[src/rtl/ternary_trit_deserializer.sv]
// Rebuilds unsigned binary words from an MSB-first stream of 2-bit trit codes.
// Holds each completed word until the downstream side accepts it.
module ternary_trit_deserializer #(
    parameter int NTRITS = 5,
    parameter int OUT_W  = 8
) (
    input  logic             clk,
    input  logic             rst_n,
    input  logic             in_valid,
    output logic             in_ready,
    input  logic             in_t1,
    input  logic             in_t0,
    input  logic             frame_clr,
    output logic             out_valid,
    input  logic             out_ready,
    output logic [OUT_W-1:0] out_data,
    output logic             out_err
);
    localparam int CNT_W = $clog2(NTRITS + 1);

    function automatic longint unsigned pow3(input int n);
        longint unsigned p;
        p = 1;
        for (int i = 0; i < n; i++) p = p * 3;
        return p;
    endfunction

    localparam longint unsigned TRIT_SPAN = pow3(NTRITS);
    localparam bit FITS = (OUT_W >= 64) || (TRIT_SPAN <= (64'd1 << OUT_W));

    generate
        if (NTRITS < 1 || NTRITS > 20 || !FITS) begin : g_param_chk
            $error("ternary_trit_deserializer: NTRITS out of 1..20 or 3**NTRITS exceeds 2**OUT_W");
        end
    endgenerate

    typedef enum logic [1:0] {IDLE, ACC, HOLD} state_t;

    typedef struct packed {
        logic             err;
        logic [OUT_W-1:0] acc;
        logic [CNT_W-1:0] cnt;
    } word_t;

    state_t           state, state_nxt;
    word_t            word, word_nxt;
    logic             illegal;
    logic [1:0]       trit;
    logic [CNT_W-1:0] cnt_inc;

    // Code 11 still occupies a trit slot but contributes nothing to the value.
    assign illegal = in_t1 & in_t0;
    assign trit    = illegal ? 2'd0 : {in_t1, in_t0};
    assign cnt_inc = word.cnt + 1'b1;

    assign in_ready  = rst_n & (state != HOLD);
    assign out_valid = (state == HOLD);
    assign out_data  = out_valid ? word.acc : '0;
    assign out_err   = out_valid & word.err;

    always_ff @(posedge clk or negedge rst_n) begin
        if (!rst_n) begin
            state <= IDLE;
            word  <= '0;
        end else begin
            state <= state_nxt;
            word  <= word_nxt;
        end
    end

    // IDLE and ACC share one path: the word is all-zero in IDLE, so acc*3+trit
    // and cnt+1 give the first-trit values directly.
    always_comb begin
        state_nxt = state;
        word_nxt  = word;
        case (state)
            IDLE, ACC: begin
                if (frame_clr) begin
                    state_nxt = IDLE;
                    word_nxt  = '0;
                end else if (in_valid) begin
                    word_nxt.acc = (word.acc << 1) + word.acc + OUT_W'(trit);
                    word_nxt.err = word.err | illegal;
                    word_nxt.cnt = cnt_inc;
                    state_nxt    = (cnt_inc == CNT_W'(NTRITS)) ? HOLD : ACC;
                end
            end
            HOLD: begin
                if (out_ready) begin
                    state_nxt = IDLE;
                    word_nxt  = '0;
                end
            end
            default: begin
                state_nxt = IDLE;
                word_nxt  = '0;
            end
        endcase
    end
endmodule

[config.mk]
export PLATFORM = sky130hd
export DESIGN_NAME = ternary_trit_deserializer
export DESIGN_NICKNAME = d
export VERILOG_FILES = /design/src/rtl/ternary_trit_deserializer.sv
export SDC_FILE = /design/constraint.sdc
export NUM_CORES = 1
export LEC_CHECK = 0
export CORE_MARGIN = 5
export CORE_UTILIZATION = 51
export DETAILED_ROUTE_END_ITERATION = 10
export PLACE_DENSITY = 0.83
export SLEW_MARGIN = 20
export SYNTH_ARGS = -nofsm -noshare
export SYNTH_HDL_FRONTEND = slang
export SYNTH_SLANG_ARGS = --single-unit
export TNS_END_PERCENT = 10
[constraint.sdc]
create_clock -name clk -period 3.06 [get_ports clk]
set_input_delay 0.765 -clock clk [delete_from_list [all_inputs] [get_ports clk]]
set_output_delay 0.765 -clock clk [all_outputs]
set_load 0.02 [all_outputs]
# Yosys cells after proc, flatten, opt, wreduce, memory -nomap -nowiden
# Index checks and enable logic that the tools add are counted.
# classes
addsub,3
multipliers,0
div,0
n_lt_le_gt_ge,0
n_eq_ne,6
n_shift,0
mux,11
n_bitwise,4
n_reduce_logical,3
# op_table
operator,count
$mux 12,3
$pmux 12 s2,1
$mux 2,5
$add 8x2->8,1
$add 8x8->8,1
$mux 8,1
$pmux 2 s2,1
$add 3x1->3 const B,1
$and 1x1->1,3
$eq 3x3->1 const B,1
$ne 3x3->1 const B,1
$eq 2x1->1 const B,1
$eq 2x2->1 const B,1
$logic_not 2->1,1
$ne 2x1->1 const B,1
$ne 2x2->1 const B,1
$reduce_and 2->1,1
$reduce_or 2->1,1
$or 1x1->1,1
# totals
reg_bits,14
latch_bits,0
ramBits,0
mem_bits_ro,0
in_bits,7
output_inout_bits,11
word_cells,31
mem_count,0

# Longest topological paths before layout
# Gate-level depths: netlist of the first run.
# depth
depth_word,6
depth_mapped,9
mapped_depth_nobuf,9

# Worst setup path before layout of the first run
# No wires, ideal clock.
# synth_path
kind,input-to-reg
startpoint,input in_t1
endpoint,register word[10] in the netlist's numbering
setup_ns,0.124
t_arrival_ns,2.721
t_required_ns,2.936
path_slack_ns,0.215
path_stages,9
path_buffers,0
cell_sequence,nor2b_1 > fa_1 > ha_1 > fa_1 > a21o_1 > a221oi_2 > xnor2_1 > nor3_2 > o21bai_1
# synth_via
elab_chain_cells,6
# synth_rtl
element,line_no,source
"start, declared",11,"input logic in_t1,"
$and 1x1->1,52,assign illegal = in_t1 & in_t0;
$mux 2 (*),53,"assign trit = illegal ? 2'd0 : {in_t1, in_t0};"
$add 8x2->8 (*),82,word_nxt.acc = (word.acc << 1) + word.acc + OUT_W'(trit);
$mux 12 (*),81,end else if (in_valid) begin
$mux 12 (*),78,if (frame_clr) begin
$pmux 12 s2 (*),76,case (state)
"end signal, assigned",67,word <= word_nxt;
"end, declared",46,"word_t word, word_nxt;"
# Every way passes the cells marked *; elsewhere a longest branch is shown, timed or not. The select of a mux whose other input is x is not followed.
# A chain may end at the register's enable or synchronous reset.

# Final worst setup path of the first run
# layout_path
startpoint,input rst_n
endpoint,output in_ready
# layout_via
elab_chain_cells,1
# layout_rtl
element,line_no,source
"start, declared",8,"input logic rst_n,"
$and 1x1->1,56,assign in_ready = rst_n & (state != HOLD);
"end, declared",10,"output logic in_ready,"
# No other way between the ends.

==> reports/qor.csv, run 1 <==
metric,value,unit
num_vias,793,
antenna_found_initial,0,
worst_slack,286,ps
initial_core_util,55.1,%
synth.cell_area,982,um^2
area_growth,27.5,%
grt_pass1_vias,776,
numCtsBuffers,3,
clock_sinks,14,
core_region_area,1780,um^2
yosysSeqAreaShare,35.7,%
antennaDiodeCount,0,
maxCapViolCount,0,
tightest_slew,284,ps
synth_top_flop_cell,dfrtp_1,
hold-worst-slack,497,ps
synth_edf_count,0,
place_ws,-410,ps
yosysWarnings,0,
cts_tree,built,
path_class,primary input to primary output,
layout-drive-gt1-share,12.5,%
gr-usage-all-layers,16.5,%
outcome,finished clean,
viasPerCell,5.47,
antenna_left,0,
io_pins,18,
final_nets,145,
multi_input_area,628,um^2
htreeDepth,1,
clk_latency,290,ps
setup_viol,0,
gr-total-overflow,0,
crit_buf_inv,2,
async_flop_share,100,%
setup_tns,0,ps
hpwl,1570,um
grt_max_degree,15,
routed_wl,2060,um
rsz0062_at_grt,false,
n_fill_cell,134,
syn_area_per_cell,10.0,um^2
cp_slowest_stage_delay,600,ps
cp.arrival,2010,ps
critPathMostFrequentCell,clkdlybuf4s50_1,
critPathMaxFanout,2,
top_layer,met4,
final_util,70.2,%
cpMaxStageDelayCell,clkdlybuf4s50_1,
wl_met1,886,um
post_cts_buffers,0,
required,2290,ps
synth_top_area_share,35.7,%
critPathLaunchType,primary input,
cpLargestDelayFamily,buffers and inverters,
gp_congestion,0.790,
clock.fmax,361,MHz
slew_viol_final,0,
leakage,0.654,nW
worst_ir_drop_vdd,0.000226,V
fin_crit_sh,90.6,%
netlist_top_cells_area,"dfrtp_1, ha_1, and2_1, fa_1, o21ai_0",
dr_wl_met2,1030,um
drt_iter0_drc,11,
syn-num-nets,121,
final_cells,145,
die_area,2900,um^2
syn_inst,98,
path_cells,"clkdlybuf4s50_1, and2_1, clkdlybuf4s50_1",
grt_pass1_wl,3390,um
root_buffer,clkbuf_4,
drc,0,
synth_seq_cells,14,
wl_met3,114,um
finClkSkew,4.80,ps
cts_buffer_depth,2,
cellPowerDensity,323,nW/um^2
cp-end-kind,primary output,
dp_cells,142,
hold_viol_final,0,
rows,15,
avgRoutedWirePerCell,14.2,um
layout.area.seq,350,um^2
hold_class,flop to flop,
period_needed,2770,ps
die_w,53.9,um
synth_top_cell_by_area,dfrtp_1,
first_pass_iters,4,
clk_pin_slew,90,ps
die_h,53.9,um
portBuffers,17,
synth_cell_types,26,
relSlewSlack,81.0,%
-- cell families after synthesis --
logic type / after synthesis / synth area share (%)
buffers and inverters: 6 / 2.42
adders and majority gates: 16 / 21.9
DFF: 14 / 35.7
xor gates and xnor gates: 7 / 6.24
and+or+nand+nor: 31 / 16.6
AOI/OAI and AO/OA: 24 / 17.2
-- cell usage after synthesis (3+ instances only) --
master,number
a21o_1,3
o21ai_0,8
dfrtp_1,14
ha_1,14
and2_1,10
a21oi_1,3
nor2_1,5
nand2_1,8
xor2_1,3
xnor2_1,4
inv_1,4
a22o_1,4
-- area by class of cell --
class,instances,share of cell area [%]
well taps,25,2.50
repair buffers,21,16.4
flip-flops and latches,14,28.0
inverters,4,1.20
clock buffers,3,1.80
multi-input cells,78,50.1
-- worst register-to-register path: cells and delay by family, from the launching register on --
| family | cells | cell delay [ps] |
|---|---|---|
| compound gates | 3 | 660 |
| xor+xnor | 1 | 170 |
| fa+ha+maj | 3 | 1050 |
| flops | 1 | 430 |
| simple gates | 1 | 50 |
-- cells in the final DEF, fill, tap and decap left out --
cell type	instances
nor3_1	1
a31o_2	1
ha_1	13
o32ai_1	1
ha_2	1
and2_1	10
dfrtp_1	14
a22o_1	4
and3_2	1
a21o_1	3
xnor2_1	3
nor2b_1	1
dlymetal6s2s_1	2
clkbuf_4	3
nand2_1	8
inv_1	4
xor2_1	3
o22a_1	1
nand3_1	2
nor3_2	1
fa_1	1
fa_2	1
nor2b_4	1
a221oi_2	1
nor2_1	5
buf_4	4
clkdlybuf4s50_1	15
o21ai_0	8
xnor2_2	1
o21bai_1	2
a21oi_1	3
nand2b_1	1
-- report_power, final --
group	total, mW	switching [mW]	internal [mW]	leakage, nW
sequential	0.206	0.0104	0.196	0.191
combinational	0.0880	0.0456	0.0424	0.449
clock	0.110	0.0647	0.0457	0.0138
-- metrics by stage --
stage | instance area (um^2) | power (mW)
floorplan | 982 | 0.261
global route | 1250 | 0.425
finish | 1250 | 0.404
global placement | 1200 | 0.290
detailed placement | 1200 | 0.294
CTS | 1240 | 0.404
-- final timing paths --
kind	start	to	slack, ps	cells past startpoint
min reg2reg	word[11]$_DFFE_PN0P_	word[11]$_DFFE_PN0P_	500	1
max reg2reg	word[3]$_DFFE_PN0P_	word[10]$_DFFE_PN0P_	590	8
min in group asynchronous	rst_n	word[5]$_DFFE_PN0P_	840	2
min	word[11]$_DFFE_PN0P_	word[11]$_DFFE_PN0P_	500	1
max	rst_n	in_ready	290	3
max in group asynchronous	rst_n	word[0]$_DFFE_PN0P_	2040	2
-- what timing repair did --
action,4_1_cts,5_1_grt
pin swaps,3,4
setup endpoints to repair,1,1
resized for setup,4,3
hold buffers,0,0
-- state kept, by name (all words and copies together), names as in the netlist --
name   flops
state      2
word      12
-- metal layers --
layer | track usage, % | vias up
li1 | - | 388
met2 | 29.0 | 23
met1 | 20.0 | 377
met3 | 3.32 | 5
met4 | 5.11 | 0
met5 | 0 | -
(Power assumes the default switching activity.)
==> run 2: changes to the inputs <==
--- a/config.mk
+++ b/config.mk
@@ -6,9 +6,9 @@
 export NUM_CORES = 1
 export LEC_CHECK = 0
 export CORE_MARGIN = 5
-export CORE_UTILIZATION = 51
+export CORE_UTILIZATION = 46
 export DETAILED_ROUTE_END_ITERATION = 10
-export PLACE_DENSITY = 0.83
+export PLACE_DENSITY = 0.79
 export SLEW_MARGIN = 20
 export SYNTH_ARGS = -nofsm -noshare
 export SYNTH_HDL_FRONTEND = slang
==> constraint.sdc (replaced) <==
create_clock -name clk -period 2.35 [get_ports clk]
set_input_delay 0.5875 -clock clk [delete_from_list [all_inputs] [get_ports clk]]
set_output_delay 0.5875 -clock clk [all_outputs]
set_load 0.02 [all_outputs]
==> reports/qor.csv, run 2 (synthesis gave the netlist of run 1 again) <==
metric,value,unit
r2r_cells,8,
clock.fmax,411,MHz
setup_tns,-102,ps
timing.rr.start,word[3]$_DFFE_PN0P_,
clk_pin_slew,90,ps
rrSetupSlack,-30,ps
hold_class,flop to flop,
die_h,56.2,um
hpwl,1650,um
num_vias,838,
outcome,"finished, violations left",
path_cells,"buf_6, nor2b_4, fa_1, ha_2, fa_2, a21o_1, a221oi_2, xnor2_1, nor3_2, o21bai_1",
grt_pass1_wl,4080,um
p_sw,0.165,mW
io_pins,18,
regMostFlops,word,
cts_buffer_depth,2,
tightest_slew,288,ps
clk_latency,290,ps
antennaDiodeCount,0,
grt_max_degree,15,
worst_ir_drop_vdd,0.000277,V
reg_top3,"word (12), state (2)",
combinationalPowerShare,21.9,%
numCtsBuffers,3,
initial_core_util,49.1,%
relSlewSlack,80.8,%
gp_congestion,0.763,
cellPowerDensity,438,nW/um^2
antenna_found_initial,0,
grt_pass1_vias,887,
first_pass_iters,4,
cp.arrival,2620,ps
final_nets,152,
critPathMaxFanout,2,
period_needed,2430,ps
pwr-share-clk,31.7,%
crit_start,in_t1,
gr-usage-all-layers,16.5,%
gr-total-overflow,0,
cts_hold_buf,0,
internal_power,0.411,mW
dp_cells,148,
regToRegEndpoint,word[10]$_DFFE_PN0P_,
viasPerCell,5.41,
cpMaxStageDelayCell,fa_1,
routed_wl,2260,um
htreeDepth,1,
final_cells,155,
die_area,3160,um^2
path_class,primary input to flop,
hold_viol_final,0,
cp-end-kind,flop,
layout-drive-gt1-share,20.3,%
drc,0,
slew_viol_final,0,
sequentialPowerShare,46.4,%
final_cell_mix,"dfrtp_1, ha_1, buf_4, and2_1, dlygate4sd2_1",
largest_reg_flops,12,
core_region_area,2000,um^2
portBuffers,17,
rsz0062_at_grt,true,
avgRoutedWirePerCell,14.6,um
cp_slowest_stage_delay,450,ps
die_w,56.2,um
root_buffer,clkbuf_4,
crit_end,word[10]$_DFFE_PN0P_,
leakage,0.737,nW
critPathLaunchType,primary input,
setup_viol,2,
drt_iter0_drc,10,
fin_crit_sh,104,%
violations,negative setup slack,
cts_tree,built,
mostFrequentLayoutCell,dfrtp_1,
final_util,65.6,%
required,2540,ps
finClkSkew,3.15,ps
maxCapViolCount,0,
antenna_left,0,
p_total,0.575,mW
swShare,28.7,%
rows,16,
worst_slack,-83.0,ps
area_growth,33.8,%
clock_sinks,14,
-- run 2: layer usage --
| layer | global-route usage (%) | share of wire (%) |
|---|---|---|
| met1 | 17.8 | 44 |
| met2 | 29.5 | 50 |
| met3 | 3.94 | 3.7 |
| met4 | 8.47 | 2.5 |
| met5 | 0 | 0 |
-- run 2: worst max-delay path, delay by kind of cell --
family | cells | cell delay [ps]
compound gates | 3 | 590
simple gates | 2 | 170
buf+inv | 1 | 90
xor+xnor | 1 | 180
fa+ha+maj | 3 | 990
-- run 2: how the worst min path moves through the flow --
stage | start | end | slack (ps) | cells past startpoint
6_report | word[11]$_DFFE_PN0P_ | word[11]$_DFFE_PN0P_ | 500 | 1
5_1_grt | word[11]$_DFFE_PN0P_ | word[11]$_DFFE_PN0P_ | 540 | 1
4_1_cts | word[11]$_DFFE_PN0P_ | word[11]$_DFFE_PN0P_ | 500 | 1
3_5_place_dp | word[11]$_DFFE_PN0P_ | word[11]$_DFFE_PN0P_ | 470 | 1
3_3_place_gp | word[11]$_DFFE_PN0P_ | word[11]$_DFFE_PN0P_ | 470 | 1
2_1_floorplan | rst_n | state[0]$_DFFE_PN0P_ | 290 | 0
-- run 2: area by class of cell --
class,instances,area (um^2)
Fill cell,168,688
Multi-Input combinational cell,78,632
Tap cell,27,33.8
Sequential cell,14,350
Clock buffer,4,36.3
Timing Repair Buffer,28,246
Inverter,4,15.0
-- run 2: stage by stage --
stage / area (um^2) / setup slack (ps) / hold WS [ps]
CTS: 1300 / -121 / 499
global placement: 1240 / -786 / 467
detailed placement: 1240 / -809 / 474
floorplan: 987 / -239 / 292
global route: 1310 / -140 / 538
finish: 1310 / -83.0 / 499
-- run 2: timing repair --
action	4_1_cts	5_1_grt
setup buffers	2	1
endpoints found under the setup margin	15	3
pin swaps	7	8
gates cloned	0	0
resized for setup	23	3
-- run 2: power groups by stage --
stage / clock network (mW) / registers [mW] / logic, mW
5_1_grt: 0.198 / 0.270 / 0.143
3_3_place_gp: 0 / 0.271 / 0.113
2_1_floorplan: 0 / 0.270 / 0.0713
6_report: 0.182 / 0.267 / 0.126
3_5_place_dp: 0 / 0.272 / 0.119
4_1_cts: 0.185 / 0.267 / 0.125
==> run 3: changes to the inputs <==
--- a/config.mk
+++ b/config.mk
@@ -5,6 +5,7 @@
 export SDC_FILE = /design/constraint.sdc
 export NUM_CORES = 1
 export LEC_CHECK = 0
+export CAP_MARGIN = 25
 export CORE_MARGIN = 5
 export CORE_UTILIZATION = 46
 export DETAILED_ROUTE_END_ITERATION = 10
==> results of run 3 <==
Same layout as run 2: the final DEF is identical, and so are final timing and power.
